==> config.mk <==
export PLATFORM = sky130hd
export DESIGN_NAME = au_result_accum
export DESIGN_NICKNAME = d
export VERILOG_FILES = /design/src/rtl/au_pkg.sv /design/src/rtl/au_sat_add.sv /design/src/rtl/au_result_accum.sv
export SDC_FILE = /design/constraint.sdc
export NUM_CORES = 1
export LEC_CHECK = 0
export ABC_AREA = 0
export CAP_MARGIN = 20
export CELL_PAD_IN_SITES_DETAIL_PLACEMENT = 1
export CELL_PAD_IN_SITES_GLOBAL_PLACEMENT = 1
export CORE_MARGIN = 2
export CORE_UTILIZATION = 44
export CTS_BUF_LIST = sky130_fd_sc_hd__clkbuf_8
export CTS_CLUSTER_SIZE = 12
export DETAILED_ROUTE_END_ITERATION = 8
export PLACE_DENSITY_LB_ADDON = 0.1
export SLEW_MARGIN = 10
export SYNTH_ARGS = -nofsm -noshare
export SYNTH_HDL_FRONTEND = slang
export SYNTH_HIERARCHICAL = 1
export SYNTH_SLANG_ARGS = --single-unit
==> constraint.sdc <==
create_clock -name clk -period 6.95 [get_ports clk]
set_input_delay 1.39 -clock clk [delete_from_list [all_inputs] [get_ports clk]]
set_output_delay 1.39 -clock clk [all_outputs]
set_load 0.01 [all_outputs]
==> src/rtl/au_pkg.sv <==
// Shared definitions for the fixed-point arithmetic unit and its downstream stages.
package au_pkg;

    // Default operand widths, shared with the au so both sides agree on the format.
    localparam int unsigned AU_WIDTH_1 = 4;
    localparam int unsigned AU_WIDTH_2 = 4;
    localparam int unsigned AU_ACC_LEN = 4;

    // Accumulator control states.
    typedef enum logic {
        ACCUM = 1'b0,
        HOLD  = 1'b1
    } acc_state_e;

    // Total fixed-point width {int,frac}.
    function automatic int unsigned fx_width(input int unsigned w1, input int unsigned w2);
        return w1 + w2;
    endfunction

    // Width needed to hold a beat count in the range 0..n.
    function automatic int unsigned cnt_width(input int unsigned n);
        return $clog2(n + 1);
    endfunction

endpackage

==> src/rtl/au_sat_add.sv <==
// Unsigned W-bit saturating adder; clamps to all-ones on carry out.
module au_sat_add #(
    parameter int unsigned W = 8
) (
    input  logic [W-1:0] a,
    input  logic [W-1:0] b,
    output logic [W-1:0] sum,
    output logic         sat
);

    logic [W:0] w_full;

    // Widened sum so the carry is visible, then clamp on carry.
    always_comb begin
        w_full = {1'b0, a} + {1'b0, b};
        sat    = w_full[W];
        sum    = w_full[W] ? {W{1'b1}} : w_full[W-1:0];
    end

endmodule

==> src/rtl/au_result_accum.sv <==
// Block accumulator for au results: sums up to ACC_LEN beats (or fewer on flush)
// with saturation and presents the registered result on a valid/ready port.
module au_result_accum
    import au_pkg::*;
#(
    parameter  int unsigned WIDTH_1 = AU_WIDTH_1,
    parameter  int unsigned WIDTH_2 = AU_WIDTH_2,
    parameter  int unsigned ACC_LEN = AU_ACC_LEN,
    localparam int unsigned W       = fx_width(WIDTH_1, WIDTH_2),
    localparam int unsigned CW      = cnt_width(ACC_LEN)
) (
    input  logic               clk,
    input  logic               rst,
    input  logic               in_valid,
    output logic               in_ready,
    input  logic [WIDTH_1-1:0] in_int,
    input  logic [WIDTH_2-1:0] in_frac,
    input  logic               in_overflow,
    input  logic               flush,
    output logic               out_valid,
    input  logic               out_ready,
    output logic [WIDTH_1-1:0] out_int,
    output logic [WIDTH_2-1:0] out_frac,
    output logic               out_overflow,
    output logic               out_zero,
    output logic [CW-1:0]      out_count
);

    acc_state_e r_state;
    acc_state_e w_state_next;

    logic [W-1:0]       r_acc;
    logic [CW-1:0]      r_count;
    logic               r_sticky;

    logic [WIDTH_1-1:0] r_out_int;
    logic [WIDTH_2-1:0] r_out_frac;
    logic               r_out_overflow;
    logic               r_out_zero;
    logic [CW-1:0]      r_out_count;

    logic [W-1:0]       w_beat;
    logic [W-1:0]       w_sum;
    logic               w_sat;
    logic               w_accept;
    logic               w_block_end;
    logic [W-1:0]       w_acc_fin;
    logic [CW-1:0]      w_cnt_fin;
    logic               w_sticky_fin;

    assign w_beat = {in_int, in_frac};

    au_sat_add #(
        .W (W)
    ) u_sat_add (
        .a   (r_acc),
        .b   (w_beat),
        .sum (w_sum),
        .sat (w_sat)
    );

    // Post-beat accumulator values and block-termination decision for this cycle.
    always_comb begin
        w_accept     = in_valid & (r_state == ACCUM);
        w_acc_fin    = r_acc;
        w_cnt_fin    = r_count;
        w_sticky_fin = r_sticky;
        w_block_end  = 1'b0;
        if (w_accept) begin
            w_acc_fin    = w_sum;
            w_cnt_fin    = r_count + CW'(1);
            w_sticky_fin = r_sticky | in_overflow | w_sat;
        end
        if (r_state == ACCUM) begin
            if (w_accept) begin
                // A flushed beat is still part of the block it terminates.
                w_block_end = (w_cnt_fin == CW'(ACC_LEN)) | flush;
            end else begin
                // A flush with nothing accumulated is meaningless and ignored.
                w_block_end = flush & (r_count != '0);
            end
        end
    end

    // State register.
    always_ff @(posedge clk) begin
        if (rst) begin
            r_state <= ACCUM;
        end else begin
            r_state <= w_state_next;
        end
    end

    // Next-state logic: ACCUM until block end, HOLD until downstream takes the result.
    always_comb begin
        w_state_next = r_state;
        case (r_state)
            ACCUM:   if (w_block_end) w_state_next = HOLD;
            HOLD:    if (out_ready)   w_state_next = ACCUM;
            default: w_state_next = ACCUM;
        endcase
    end

    // Handshake outputs decode the state register only, so no in_* to out_* path exists.
    always_comb begin
        in_ready  = 1'b0;
        out_valid = 1'b0;
        case (r_state)
            ACCUM:   in_ready  = 1'b1;
            HOLD:    out_valid = 1'b1;
            default: in_ready  = 1'b0;
        endcase
    end

    // Running accumulator: updated on accepted beats, cleared when the result is consumed.
    always_ff @(posedge clk) begin
        if (rst) begin
            r_acc    <= '0;
            r_count  <= '0;
            r_sticky <= 1'b0;
        end else if (r_state == ACCUM) begin
            if (w_accept) begin
                r_acc    <= w_acc_fin;
                r_count  <= w_cnt_fin;
                r_sticky <= w_sticky_fin;
            end
        end else if (out_ready) begin
            r_acc    <= '0;
            r_count  <= '0;
            r_sticky <= 1'b0;
        end
    end

    // Result registers: captured once at block end and held stable through HOLD.
    always_ff @(posedge clk) begin
        if (rst) begin
            r_out_int      <= '0;
            r_out_frac     <= '0;
            r_out_overflow <= 1'b0;
            r_out_zero     <= 1'b0;
            r_out_count    <= '0;
        end else if (w_block_end) begin
            r_out_int      <= w_acc_fin[W-1 -: WIDTH_1];
            r_out_frac     <= w_acc_fin[WIDTH_2-1:0];
            r_out_overflow <= w_sticky_fin;
            r_out_zero     <= (w_acc_fin == '0);
            r_out_count    <= w_cnt_fin;
        end
    end

    assign out_int      = r_out_int;
    assign out_frac     = r_out_frac;
    assign out_overflow = r_out_overflow;
    assign out_zero     = r_out_zero;
    assign out_count    = r_out_count;

endmodule

# After elaboration in Yosys (flattened, before gate mapping)
# Index checks and enable logic that the tools add are counted.
[totals]
reg_bits = 26
latch_bits = 0
ramBits = 0
mem_bits_ro = 0
in_bits = 14
out_inout_bits = 15
word_cells = 43
n_memories = 0
[classes]
addsub = 2
multipliers = 0
div_mod_pow = 0
n_lt_le_gt_ge = 0
n_eq_ne = 2
shift = 0
muxes = 20
bitwise = 6
n_reduce_logical = 4
[ops]
columns = ["cell", "n"]
rows = [
  ["8-bit two-way mux", 5],
  ["3-bit two-way mux", 4],
  ["1-bit two-way mux", 10],
  ["8-bit by 8-bit adder with 9-bit output", 1],
  ["8-bit logical NOT", 1],
  ["3-bit by 1-bit adder with 3-bit output (second input constant)", 1],
  ["3-bit == test (second input constant)", 1],
  ["1-bit bitwise OR", 3],
  ["3-bit nonzero test", 1],
  ["1-bit bitwise AND", 2],
  ["2-bit inequality test (second input constant)", 1],
  ["1-bit one-hot mux with 2 select lines", 1],
  ["2-bit AND reduction", 1],
  ["2-bit nonzero test", 1],
  ["1-bit NOT", 1],
]

# Longest topological paths before layout
# Gate-level depths: netlist of the first run.
[logic_depth]
ltp_word = 9
depth_mapped = 9
depth_no_buf = 9

# Modules after synthesis
# The synthesis of the first run kept the hierarchy.
[modules_own_cells]
columns = ["module", "n_inst", "cells_per_inst", "area_each_um2"]
rows = [
  ["au_result_accum", 1, 112, 1128.6],
  ["au_sat_add", 1, 49, 387.9],
]

# Worst setup path after synthesis of the first run
# No wires, ideal clock.
[synth_path]
path_type = "in2reg"
start = "input in_frac[0]"
end = "register r_out_overflow (netlist: out_overflow)"
setup_ps = 145
t_arrival_ps = 3138
required_ps = 6805
setup_slack_ps = 3667
cell_stages = 9
n_path_buf = 0
path_cell_list = "ha_1 fa_1 a21oi_1 o211a_1 o21a_4 inv_1 or2_2 a21oi_1 a211oi_2"
[synth_via]
elab_chain_len = 3
[synth_rtl]
columns = ["element", "line", "rtl"]
rows = [
  ["from (decl)", "au_result_accum.sv:17", "input logic [WIDTH_2-1:0] in_frac,"],
  ["8-bit by 8-bit adder with 9-bit output", "au_sat_add.sv:15", "w_full = {1'b0, a} + {1'b0, b};"],
  ["named net w_sat", "au_result_accum.sv:44", "logic w_sat;"],
  ["1-bit bitwise OR", "au_result_accum.sv:72", "w_sticky_fin = r_sticky | in_overflow | w_sat;"],
  ["1-bit two-way mux", "au_result_accum.sv:69", "if (w_accept) begin"],
  ["to (signal assigned)", "au_result_accum.sv:145", "r_out_overflow <= w_sticky_fin;"],
  ["to (decl)", "au_result_accum.sv:38", "logic r_out_overflow;"],
]
# The timed path passes the listed nets, and every way through them passes these cells.
# A chain may end at the register's enable or synchronous reset.

# Final worst setup path of the first run
[layout_path]
start = "input in_frac[0]"
end = "register r_out_zero (netlist: out_zero)"
[layout_via]
elab_chain_len = 4
[layout_rtl]
columns = ["element", "line", "rtl"]
rows = [
  ["8-bit by 8-bit adder with 9-bit output", "au_sat_add.sv:15", ""],
  ["8-bit two-way mux", "au_sat_add.sv:17", "sum = w_full[W] ? {W{1'b1}} : w_full[W-1:0];"],
  ["named net w_sum[4]", "au_result_accum.sv:43", "logic [W-1:0] w_sum;"],
  ["8-bit two-way mux", "au_result_accum.sv:69", ""],
  ["8-bit logical NOT", "au_result_accum.sv:146", "r_out_zero <= (w_acc_fin == '0);"],
  ["to (signal assigned)", "au_result_accum.sv:146", ""],
  ["to (decl)", "au_result_accum.sv:39", "logic r_out_zero;"],
]
# The timed path passes the listed nets, and every way through them passes these cells.

==> impl_metrics.xml, run 1 <==
<?xml version="1.0" encoding="UTF-8"?>
<metrics>
  <group name="finish">
    <metric name="post-route-util" unit="%">55.78</metric>
    <metric name="drive_gt1_share" unit="%">13.44</metric>
    <metric name="synthToLayoutAreaGrowth" unit="%">21.78</metric>
    <metric name="num-fill-cells" unit="">401</metric>
    <metric name="design.final.nets" unit="">213</metric>
    <metric name="multiInputGateArea" unit="um2">902.1</metric>
    <metric name="antenna_cells" unit="">0</metric>
    <metric name="area.sequential" unit="um2">520.5</metric>
  </group>
  <group name="worst_setup_path">
    <metric name="cp.buffers_inverters" unit="">1</metric>
    <metric name="critical_path_max_stage_delay" unit="ps">420</metric>
    <metric name="timing.critical_path.cells" unit="">clkdlybuf4s50_1 -&gt; ha_1 -&gt; fa_1 -&gt; a21oi_1 -&gt; o211a_1 -&gt; o21a_4 -&gt; nand2_1 -&gt; nor3b_1 -&gt; o211ai_1 -&gt; o32ai_1</metric>
    <metric name="worst-path-max-fanout" unit="">8</metric>
    <metric name="r2r_cells" unit="">9</metric>
    <metric name="critical_path_class" unit="">in -&gt; reg</metric>
    <metric name="crit-reg2reg-launch" unit="">r_acc[0]$_SDFFE_PP0P_</metric>
    <metric name="timing.critical_path.from_type" unit="">input pin</metric>
    <metric name="critical_path_arrival" unit="ps">3840</metric>
    <metric name="critical_path.reg2reg.endpoint" unit="">out_zero$_SDFFE_PP0P_</metric>
    <metric name="ff2ff_setup_slack" unit="ps">4460</metric>
    <metric name="critical_path.top_delay_family" unit="">compound AO/OA/AOI/OAI gates</metric>
    <metric name="kind_of_capture_point_of_the_worst_setup_path" unit="">flop</metric>
    <metric name="worst_path_max_delay_cell" unit="">fa_1</metric>
    <metric name="required" unit="ps">7120</metric>
  </group>
  <group name="sta">
    <metric name="final_min_period_over_clock_period" unit="%">52.72</metric>
    <metric name="finClkSkew" unit="ps">3.283</metric>
    <metric name="final-max-slew-violation-count" unit="">0</metric>
    <metric name="worstMarginPinSlew" unit="ps">867.5</metric>
    <metric name="count_of_final_hold_check_violations" unit="">0</metric>
    <metric name="worst_relative_slew_slack" unit="%">41.98</metric>
    <metric name="tns" unit="ps">0</metric>
    <metric name="grt_setup_unrepaired" unit="">no</metric>
    <metric name="finalWorstSetupSlack" unit="ps">3286</metric>
    <metric name="fmaxAchievable" unit="GHz">0.2729</metric>
    <metric name="final.min_clock_period" unit="ps">3664</metric>
    <metric name="setup_viol" unit="">0</metric>
  </group>
  <group name="synth">
    <metric name="yosysWarnings" unit="">6</metric>
    <metric name="ys_top_cells_by_count" unit="">nor2_1 (28), dfxtp_1 (26), a211oi_2 (12), ha_1 (10)</metric>
    <metric name="nets_in_the_synthesized_netlist" unit="">186</metric>
    <metric name="yosysUniqueCellTypes" unit="">43</metric>
    <metric name="synth_top_cells_by_area" unit="">dfxtp_1 (34%), a211oi_2 (9.9%), ha_1 (8.3%), nor2_1 (6.9%), mux2i_1 (5.9%)</metric>
    <metric name="synth_ff_type" unit="">dfxtp_1</metric>
    <metric name="synth_top_family_by_area" unit="">compound AO/OA/AOI/OAI gates</metric>
    <metric name="synth_fa_ha_area_share" unit="%">9.571</metric>
    <metric name="synthesized_area_fraction_occupied_by_ao_oa_aoi_and_oai_cells" unit="%">21.70</metric>
    <metric name="seq_area_frac_synth" unit="%">34.32</metric>
    <metric name="synthXorXnorAreaFrac" unit="%">4.043</metric>
    <metric name="synth_simple_gate_area_share" unit="%">18.23</metric>
    <metric name="mappedNetlistArea" unit="mm2">0.001516</metric>
    <metric name="flop_and_latch_count_out_of_synthesis" unit="">26</metric>
    <metric name="synth_top_cell_area_share" unit="%">34.32</metric>
    <metric name="syn_inst" unit="">161</metric>
    <metric name="avgSynthCellArea" unit="um2">9.419</metric>
    <metric name="synthMostInstantiatedCell" unit="">nor2_1</metric>
    <metric name="synth.area.mux_share" unit="%">5.941</metric>
    <metric name="edff_count_synth" unit="">0</metric>
    <metric name="synth_area_leader_cell" unit="">dfxtp_1</metric>
    <metric name="asyncSetResetFlopFracSynth" unit="%">0</metric>
  </group>
  <group name="power_and_ir_drop">
    <metric name="combinationalPowerShare" unit="%">41.5</metric>
    <metric name="total_switching_power" unit="W">0.0001638</metric>
    <metric name="clockPowerShare" unit="%">18.3</metric>
    <metric name="power.density_cell_area" unit="mW/mm2">248.3</metric>
    <metric name="ir_drop" unit="mV">0.1442</metric>
    <metric name="power_frac_seq" unit="%">40.1</metric>
    <metric name="power.leakage" unit="nW">0.7457</metric>
    <metric name="totalPowerFinal" unit="W">0.0004586</metric>
    <metric name="netSwitchingFraction" unit="%">35.73</metric>
    <metric name="internal-power" unit="W">0.0002947</metric>
  </group>
  <group name="clock_tree">
    <metric name="htree_levels" unit="">1</metric>
    <metric name="cts.root.buffer_cell" unit="">clkbuf_8</metric>
    <metric name="clock_latency_on_the_worst_skew_pair" unit="ps">270</metric>
    <metric name="cts_hold_buf" unit="">0</metric>
    <metric name="clk_pin_slew" unit="ps">90</metric>
    <metric name="cts_tree" unit="">built</metric>
    <metric name="post-cts-setup-buffers" unit="">0</metric>
    <metric name="cts_resized" unit="">0</metric>
    <metric name="cts.path.max_buffers" unit="">2</metric>
    <metric name="numCtsBuffers" unit="">3</metric>
    <metric name="clock_sinks" unit="">26</metric>
  </group>
  <group name="die">
    <metric name="floorplan.die.width" unit="um">62.71</metric>
    <metric name="design.die.area" unit="mm2">0.003932</metric>
    <metric name="rows" unit="">21</metric>
    <metric name="top_level_ports" unit="">29</metric>
    <metric name="start_util" unit="%">45.80</metric>
    <metric name="core_footprint" unit="mm2">0.003311</metric>
    <metric name="chipHeight" unit="um">62.71</metric>
  </group>
  <group name="run_status">
    <metric name="outcome" unit="">complete, no violations</metric>
  </group>
  <group name="min_path">
    <metric name="hold_path_startpoint" unit="">r_sticky$_SDFFE_PP0P_</metric>
    <metric name="min_path_type" unit="">reg -&gt; reg</metric>
    <metric name="hold-path-cell-count" unit="">2</metric>
    <metric name="min_to" unit="">r_sticky$_SDFFE_PP0P_</metric>
  </group>
  <group name="drt">
    <metric name="vias" unit="">1258</metric>
    <metric name="detailedRoute.firstIterationViolations" unit="">41</metric>
    <metric name="route.final.wire_length" unit="um">3592</metric>
    <metric name="post_drt_wl_per_cell" unit="um">15.48</metric>
    <metric name="post-route-drc-count" unit="">0</metric>
    <metric name="vias_per_cell" unit="">5.422</metric>
    <metric name="number_of_optimization_iterations_in_the_first_detailed_route_pass" unit="">4</metric>
    <metric name="ant_nets" unit="">0</metric>
  </group>
  <group name="global_route">
    <metric name="grt_pass1_wl" unit="um">6389</metric>
    <metric name="antenna_found_initial" unit="">0</metric>
    <metric name="number_of_global_route_vias_before_repair" unit="">1354</metric>
    <metric name="pin_count_of_the_biggest_net_entering_global_routing" unit="">28</metric>
    <metric name="remaining_global_route_overflow" unit="">0</metric>
    <metric name="gr-usage-all-layers" unit="%">20.34</metric>
  </group>
  <group name="placed_design">
    <metric name="post-place-ws" unit="ps">3027</metric>
    <metric name="io_buffer_count" unit="">28</metric>
    <metric name="dp_hpwl" unit="um">2841</metric>
    <metric name="place.gp.congestion" unit="">0.7669</metric>
  </group>
  <group name="run">
    <metric name="cap_viol_max_count" unit="">0</metric>
  </group>
</metrics>
[stage by stage]
stage / std cells / area [um2] / hold WS (ps)
2_1_floorplan: 161 / 1516 / 448.8
3_3_place_gp: 229 / 1805 / 461.4
3_5_place_dp: 229 / 1805 / 497.5
4_1_cts: 232 / 1847 / 516.2
5_1_grt: 232 / 1847 / 534.6
6_report: 232 / 1847 / 507.4
[logic make-up (layout without fill, tap and decap cells)]
kind of cell,count (synthesis),count (layout)
xor gates and xnor gates,7,7
muxes,9,9
and+or+nand+nor,56,56
adders and majority gates,11,11
buffers and inverters,16,41
AOI/OAI and AO/OA,36,36
DFF,26,26
[layer usage]
layer	GRT usage, %	share of wire [%]	up-vias
met4	5.000	0.75	0
met1	25.20	46	609
met3	3.964	3.1	4
met2	36.16	50	21
met5	0	0	-
li1	-	-	624
[cell usage in the layout (no fill, tap or decap), types with 6 or more instances in the layout]
| cell type | instances |
|---|---|
| a21oi_1 | 9 |
| a211oi_2 | 12 |
| nor2_1 | 28 |
| mux2i_1 | 9 |
| clkdlybuf4s50_1 | 28 |
| inv_1 | 8 |
| nand2_1 | 6 |
| ha_1 | 10 |
| dfxtp_1 | 26 |
[power groups by stage]
stage	combinational (W)	clock, W	sequential (W)
floorplan	0.000135	0	0.000187
global placement	0.000183	0	0.000187
detailed placement	0.000191	0	0.000188
CTS	0.000192	0.0000851	0.000184
global route	0.000214	0.0000929	0.000187
finish	0.000190	0.0000841	0.000184
[sequential cells by signal (all words and copies together) (netlist names)]
| signal | count |
|---|---|
| out_frac | 4 |
| out_zero | 1 |
| r_count | 3 |
| r_state | 1 |
| r_sticky | 1 |
| out_overflow | 1 |
| out_count | 3 |
| out_int | 4 |
| r_acc | 8 |
[cell type report]
class                      instances  share of cell area, %
sequential                        26                  28.18
timing repair buffer              30                  15.99
multi-input combinational        119                  48.85
clock buffer                       3                  2.236
inverter                           8                  1.626
tap                               46                  3.117
[how the worst max path moves through the flow]
stage / depth (start not counted) / slack [ps] / to / start
detailed placement: 10 / 3030 / out_overflow$_SDFFE_PP0P_ / in_frac[0]
global placement: 10 / 3080 / out_overflow$_SDFFE_PP0P_ / in_frac[0]
global route: 10 / 3180 / out_zero$_SDFFE_PP0P_ / in_frac[0]
finish: 10 / 3290 / out_zero$_SDFFE_PP0P_ / in_frac[0]
CTS: 10 / 3310 / out_zero$_SDFFE_PP0P_ / in_frac[0]
floorplan: 9 / 3670 / out_overflow$_SDFFE_PP0P_ / in_frac[0]
[worst register-to-register path, cell delays in order, from the launching register on]
cell and delay [ps]:
dfxtp_1 330, ha_1 220, fa_1 420, a21oi_1 260, o211a_1 240, o21a_4 200
nand2_1 80, nor3b_1 260, o211ai_1 130, o32ai_1 240
Note: power is estimated with default switching activity, not from simulation.
==> inputs of run 2 (changes only) <==
--- a/config.mk
+++ b/config.mk
@@ -10,7 +10,7 @@
 export CELL_PAD_IN_SITES_DETAIL_PLACEMENT = 1
 export CELL_PAD_IN_SITES_GLOBAL_PLACEMENT = 1
 export CORE_MARGIN = 2
-export CORE_UTILIZATION = 44
+export CORE_UTILIZATION = 37
 export CTS_BUF_LIST = sky130_fd_sc_hd__clkbuf_8
 export CTS_CLUSTER_SIZE = 12
 export DETAILED_ROUTE_END_ITERATION = 8
==> constraint.sdc (replaced) <==
create_clock -name clk -period 3.15 [get_ports clk]
set_input_delay 0.63 -clock clk [delete_from_list [all_inputs] [get_ports clk]]
set_output_delay 0.63 -clock clk [all_outputs]
set_load 0.01 [all_outputs]
==> impl_metrics.xml, run 2 (synthesis results as in run 1) <==
<?xml version="1.0" encoding="UTF-8"?>
<metrics>
  <group name="run_status">
    <metric name="outcome" unit="">complete, no violations</metric>
  </group>
  <group name="die">
    <metric name="top_level_ports" unit="">29</metric>
    <metric name="design.die.area" unit="mm2">0.004627</metric>
    <metric name="chipHeight" unit="um">68.02</metric>
    <metric name="rows" unit="">23</metric>
    <metric name="core_footprint" unit="mm2">0.003971</metric>
    <metric name="floorplan.die.width" unit="um">68.02</metric>
    <metric name="start_util" unit="%">38.19</metric>
  </group>
  <group name="power_and_ir_drop">
    <metric name="ir_drop" unit="mV">0.2146</metric>
    <metric name="power.density_cell_area" unit="mW/mm2">587.7</metric>
    <metric name="totalPowerFinal" unit="W">0.001115</metric>
    <metric name="power.leakage" unit="nW">0.7692</metric>
  </group>
  <group name="worst_setup_path">
    <metric name="worstSetupPathDepth" unit="">10</metric>
    <metric name="critical_path.reg2reg.endpoint" unit="">out_overflow$_SDFFE_PP0P_</metric>
    <metric name="critical_path_max_stage_delay" unit="ps">420</metric>
    <metric name="kind_of_capture_point_of_the_worst_setup_path" unit="">flop</metric>
    <metric name="required" unit="ps">3290</metric>
    <metric name="cp.buffers_inverters" unit="">2</metric>
    <metric name="critPathCapture" unit="">out_overflow$_SDFFE_PP0P_</metric>
    <metric name="r2r_cells" unit="">9</metric>
    <metric name="critical_path.top_delay_family" unit="">compound AO/OA/AOI/OAI gates</metric>
    <metric name="timing.critical_path.from_type" unit="">input pin</metric>
    <metric name="critical-path-top-cell-by-count" unit="">a21oi_1</metric>
    <metric name="crit_start" unit="">in_frac[0]</metric>
    <metric name="timing.critical_path.cells" unit="">clkdlybuf4s50_1 -&gt; ha_1 -&gt; fa_1 -&gt; a21oi_1 -&gt; o211a_1 -&gt; o21a_4 -&gt; inv_1 -&gt; or2_2 -&gt; a21oi_1 -&gt; a211oi_2</metric>
    <metric name="worst_path_max_delay_cell" unit="">fa_1</metric>
    <metric name="worst-path-max-fanout" unit="">8</metric>
    <metric name="ff2ff_setup_slack" unit="ps">650</metric>
    <metric name="critical_path_class" unit="">in -&gt; reg</metric>
    <metric name="critical_path_arrival" unit="ps">3050</metric>
    <metric name="crit-reg2reg-launch" unit="">r_acc[0]$_SDFFE_PP0P_</metric>
  </group>
  <group name="global_route">
    <metric name="grt_pass1_wl" unit="um">6334</metric>
    <metric name="remaining_global_route_overflow" unit="">0</metric>
    <metric name="number_of_global_route_vias_before_repair" unit="">1337</metric>
    <metric name="antenna_found_initial" unit="">0</metric>
    <metric name="gr-usage-all-layers" unit="%">18.02</metric>
    <metric name="pin_count_of_the_biggest_net_entering_global_routing" unit="">24</metric>
  </group>
  <group name="sta">
    <metric name="finClkSkew" unit="ps">2.879</metric>
    <metric name="worst_relative_slew_slack" unit="%">64.03</metric>
    <metric name="finalHoldWorstSlack" unit="ps">520.1</metric>
    <metric name="setup_viol" unit="">0</metric>
    <metric name="count_of_final_hold_check_violations" unit="">0</metric>
    <metric name="final-max-slew-violation-count" unit="">0</metric>
    <metric name="final.min_clock_period" unit="ps">2910</metric>
    <metric name="final_min_period_over_clock_period" unit="%">92.39</metric>
    <metric name="tns" unit="ps">0</metric>
    <metric name="fmaxAchievable" unit="GHz">0.3436</metric>
    <metric name="grt_setup_unrepaired" unit="">no</metric>
    <metric name="worstMarginPinSlew" unit="ps">537.9</metric>
  </group>
  <group name="min_path">
    <metric name="min_path_type" unit="">reg -&gt; reg</metric>
  </group>
  <group name="clock_tree">
    <metric name="clock_sinks" unit="">26</metric>
    <metric name="cts_tree" unit="">built</metric>
    <metric name="htree_levels" unit="">1</metric>
    <metric name="clock_latency_on_the_worst_skew_pair" unit="ps">270</metric>
    <metric name="cts.path.max_buffers" unit="">2</metric>
    <metric name="cts.root.buffer_cell" unit="">clkbuf_8</metric>
    <metric name="cts_hold_buf" unit="">0</metric>
    <metric name="numCtsBuffers" unit="">3</metric>
    <metric name="post-cts-setup-buffers" unit="">0</metric>
    <metric name="clk_pin_slew" unit="ps">90</metric>
    <metric name="cts_resized" unit="">0</metric>
  </group>
  <group name="finish">
    <metric name="mostFrequentLayoutCells" unit="">nor2_1 (28), clkdlybuf4s50_1 (28), dfxtp_1 (26)</metric>
    <metric name="antenna_cells" unit="">0</metric>
    <metric name="num-fill-cells" unit="">466</metric>
    <metric name="largest_register_ff_count" unit="">8</metric>
    <metric name="multiInputGateArea" unit="um2">902.1</metric>
    <metric name="drive_gt1_share" unit="%">14.81</metric>
    <metric name="design.final.nets" unit="">215</metric>
    <metric name="post_layout_nonfiller_instances" unit="">239</metric>
    <metric name="registers.top_by_ff_count" unit="">r_acc</metric>
    <metric name="area.sequential" unit="um2">520.5</metric>
    <metric name="synthToLayoutAreaGrowth" unit="%">25.08</metric>
  </group>
  <group name="drt">
    <metric name="route.final.wire_length" unit="um">3816</metric>
    <metric name="detailedRoute.firstIterationViolations" unit="">9</metric>
    <metric name="vias_per_cell" unit="">5.289</metric>
    <metric name="post-route-drc-count" unit="">0</metric>
    <metric name="vias" unit="">1264</metric>
    <metric name="number_of_optimization_iterations_in_the_first_detailed_route_pass" unit="">2</metric>
    <metric name="ant_nets" unit="">0</metric>
    <metric name="post_drt_wl_per_cell" unit="um">15.97</metric>
  </group>
  <group name="placed_design">
    <metric name="io_buffer_count" unit="">28</metric>
    <metric name="dp_hpwl" unit="um">3040</metric>
    <metric name="place_inst" unit="">235</metric>
    <metric name="place.gp.congestion" unit="">0.7934</metric>
  </group>
  <group name="run">
    <metric name="cap_viol_max_count" unit="">0</metric>
  </group>
</metrics>
-- run 2: cell count changes in the layout (fill, tap and decap cells not counted) --
| cell | previous run | this run |
|---|---|---|
| buf_4 | 2 | 4 |
| bufinv_16 | 0 | 1 |
-- run 2: worst min path at each step --
stage | startpoint | end | cells past startpoint
after floorplan | r_sticky$_SDFFE_PP0P_ | r_sticky$_SDFFE_PP0P_ | 2
after detailed placement | out_zero$_SDFFE_PP0P_ | out_zero$_SDFFE_PP0P_ | 2
after global placement | r_sticky$_SDFFE_PP0P_ | r_sticky$_SDFFE_PP0P_ | 2
final | out_zero$_SDFFE_PP0P_ | out_zero$_SDFFE_PP0P_ | 2
after CTS | out_zero$_SDFFE_PP0P_ | out_zero$_SDFFE_PP0P_ | 2
after global routing | out_zero$_SDFFE_PP0P_ | out_zero$_SDFFE_PP0P_ | 2
-- run 2: per-layer routing --
metal / up-vias / GRT usage [%] / part of all wire (%)
met2: 17 / 32.77 / 50
met5: - / 0 / 0
met3: 2 / 0.9868 / 2.1
met4: 0 / 4.500 / 0.50
met1: 618 / 23.11 / 47
li1: 627 / - / -
-- run 2: worst reg2reg max path, delay by kind of cell (launching register included) --
family,cells,cell delay (ps)
AO/OA/AOI/OAI,5,1050
adder cells (fa/ha/maj),2,650
flip-flops,1,340
AND/OR/NAND/NOR,1,280
buffers and inverters,1,50
-- run 2: metrics by stage --
step,utilization [%],cell area (um2),setup slack [ps]
floorplan,-,1516,627.2
global placement,45.97,1826,110.8
detailed placement,45.97,1826,-66.69
CTS,47.76,1897,219.6
global route,47.76,1897,166.8
finish,47.76,1897,239.6
-- run 2: power by group --
group | switching [W] | total, W | internal [W]
clock | 0.000104 | 0.000274 | 0.000170
sequential | 0.0000363 | 0.000408 | 0.000372
combinational | 0.000234 | 0.000432 | 0.000198
total | 0.000375 | 0.00111 | 0.000740
-- run 2: area by class of cell --
| type | instances | area share, % |
|---|---|---|
| clock buffers | 3 | 2.177 |
| clock inverters | 1 | 1.583 |
| well taps | 50 | 3.298 |
| multi-input cells | 119 | 47.56 |
| repair buffers | 32 | 16.36 |
| inverters | 8 | 1.583 |
| flip-flops and latches | 26 | 27.44 |
==> inputs of run 3 (changes only) <==
--- a/config.mk
+++ b/config.mk
@@ -15,6 +15,7 @@
 export CTS_CLUSTER_SIZE = 12
 export DETAILED_ROUTE_END_ITERATION = 8
 export PLACE_DENSITY_LB_ADDON = 0.1
+export SKIP_LAST_GASP = 1
 export SLEW_MARGIN = 10
 export SYNTH_ARGS = -nofsm -noshare
 export SYNTH_HDL_FRONTEND = slang
==> results of run 3 <==
The final DEF is identical to that of run 2; final timing and power are the same.
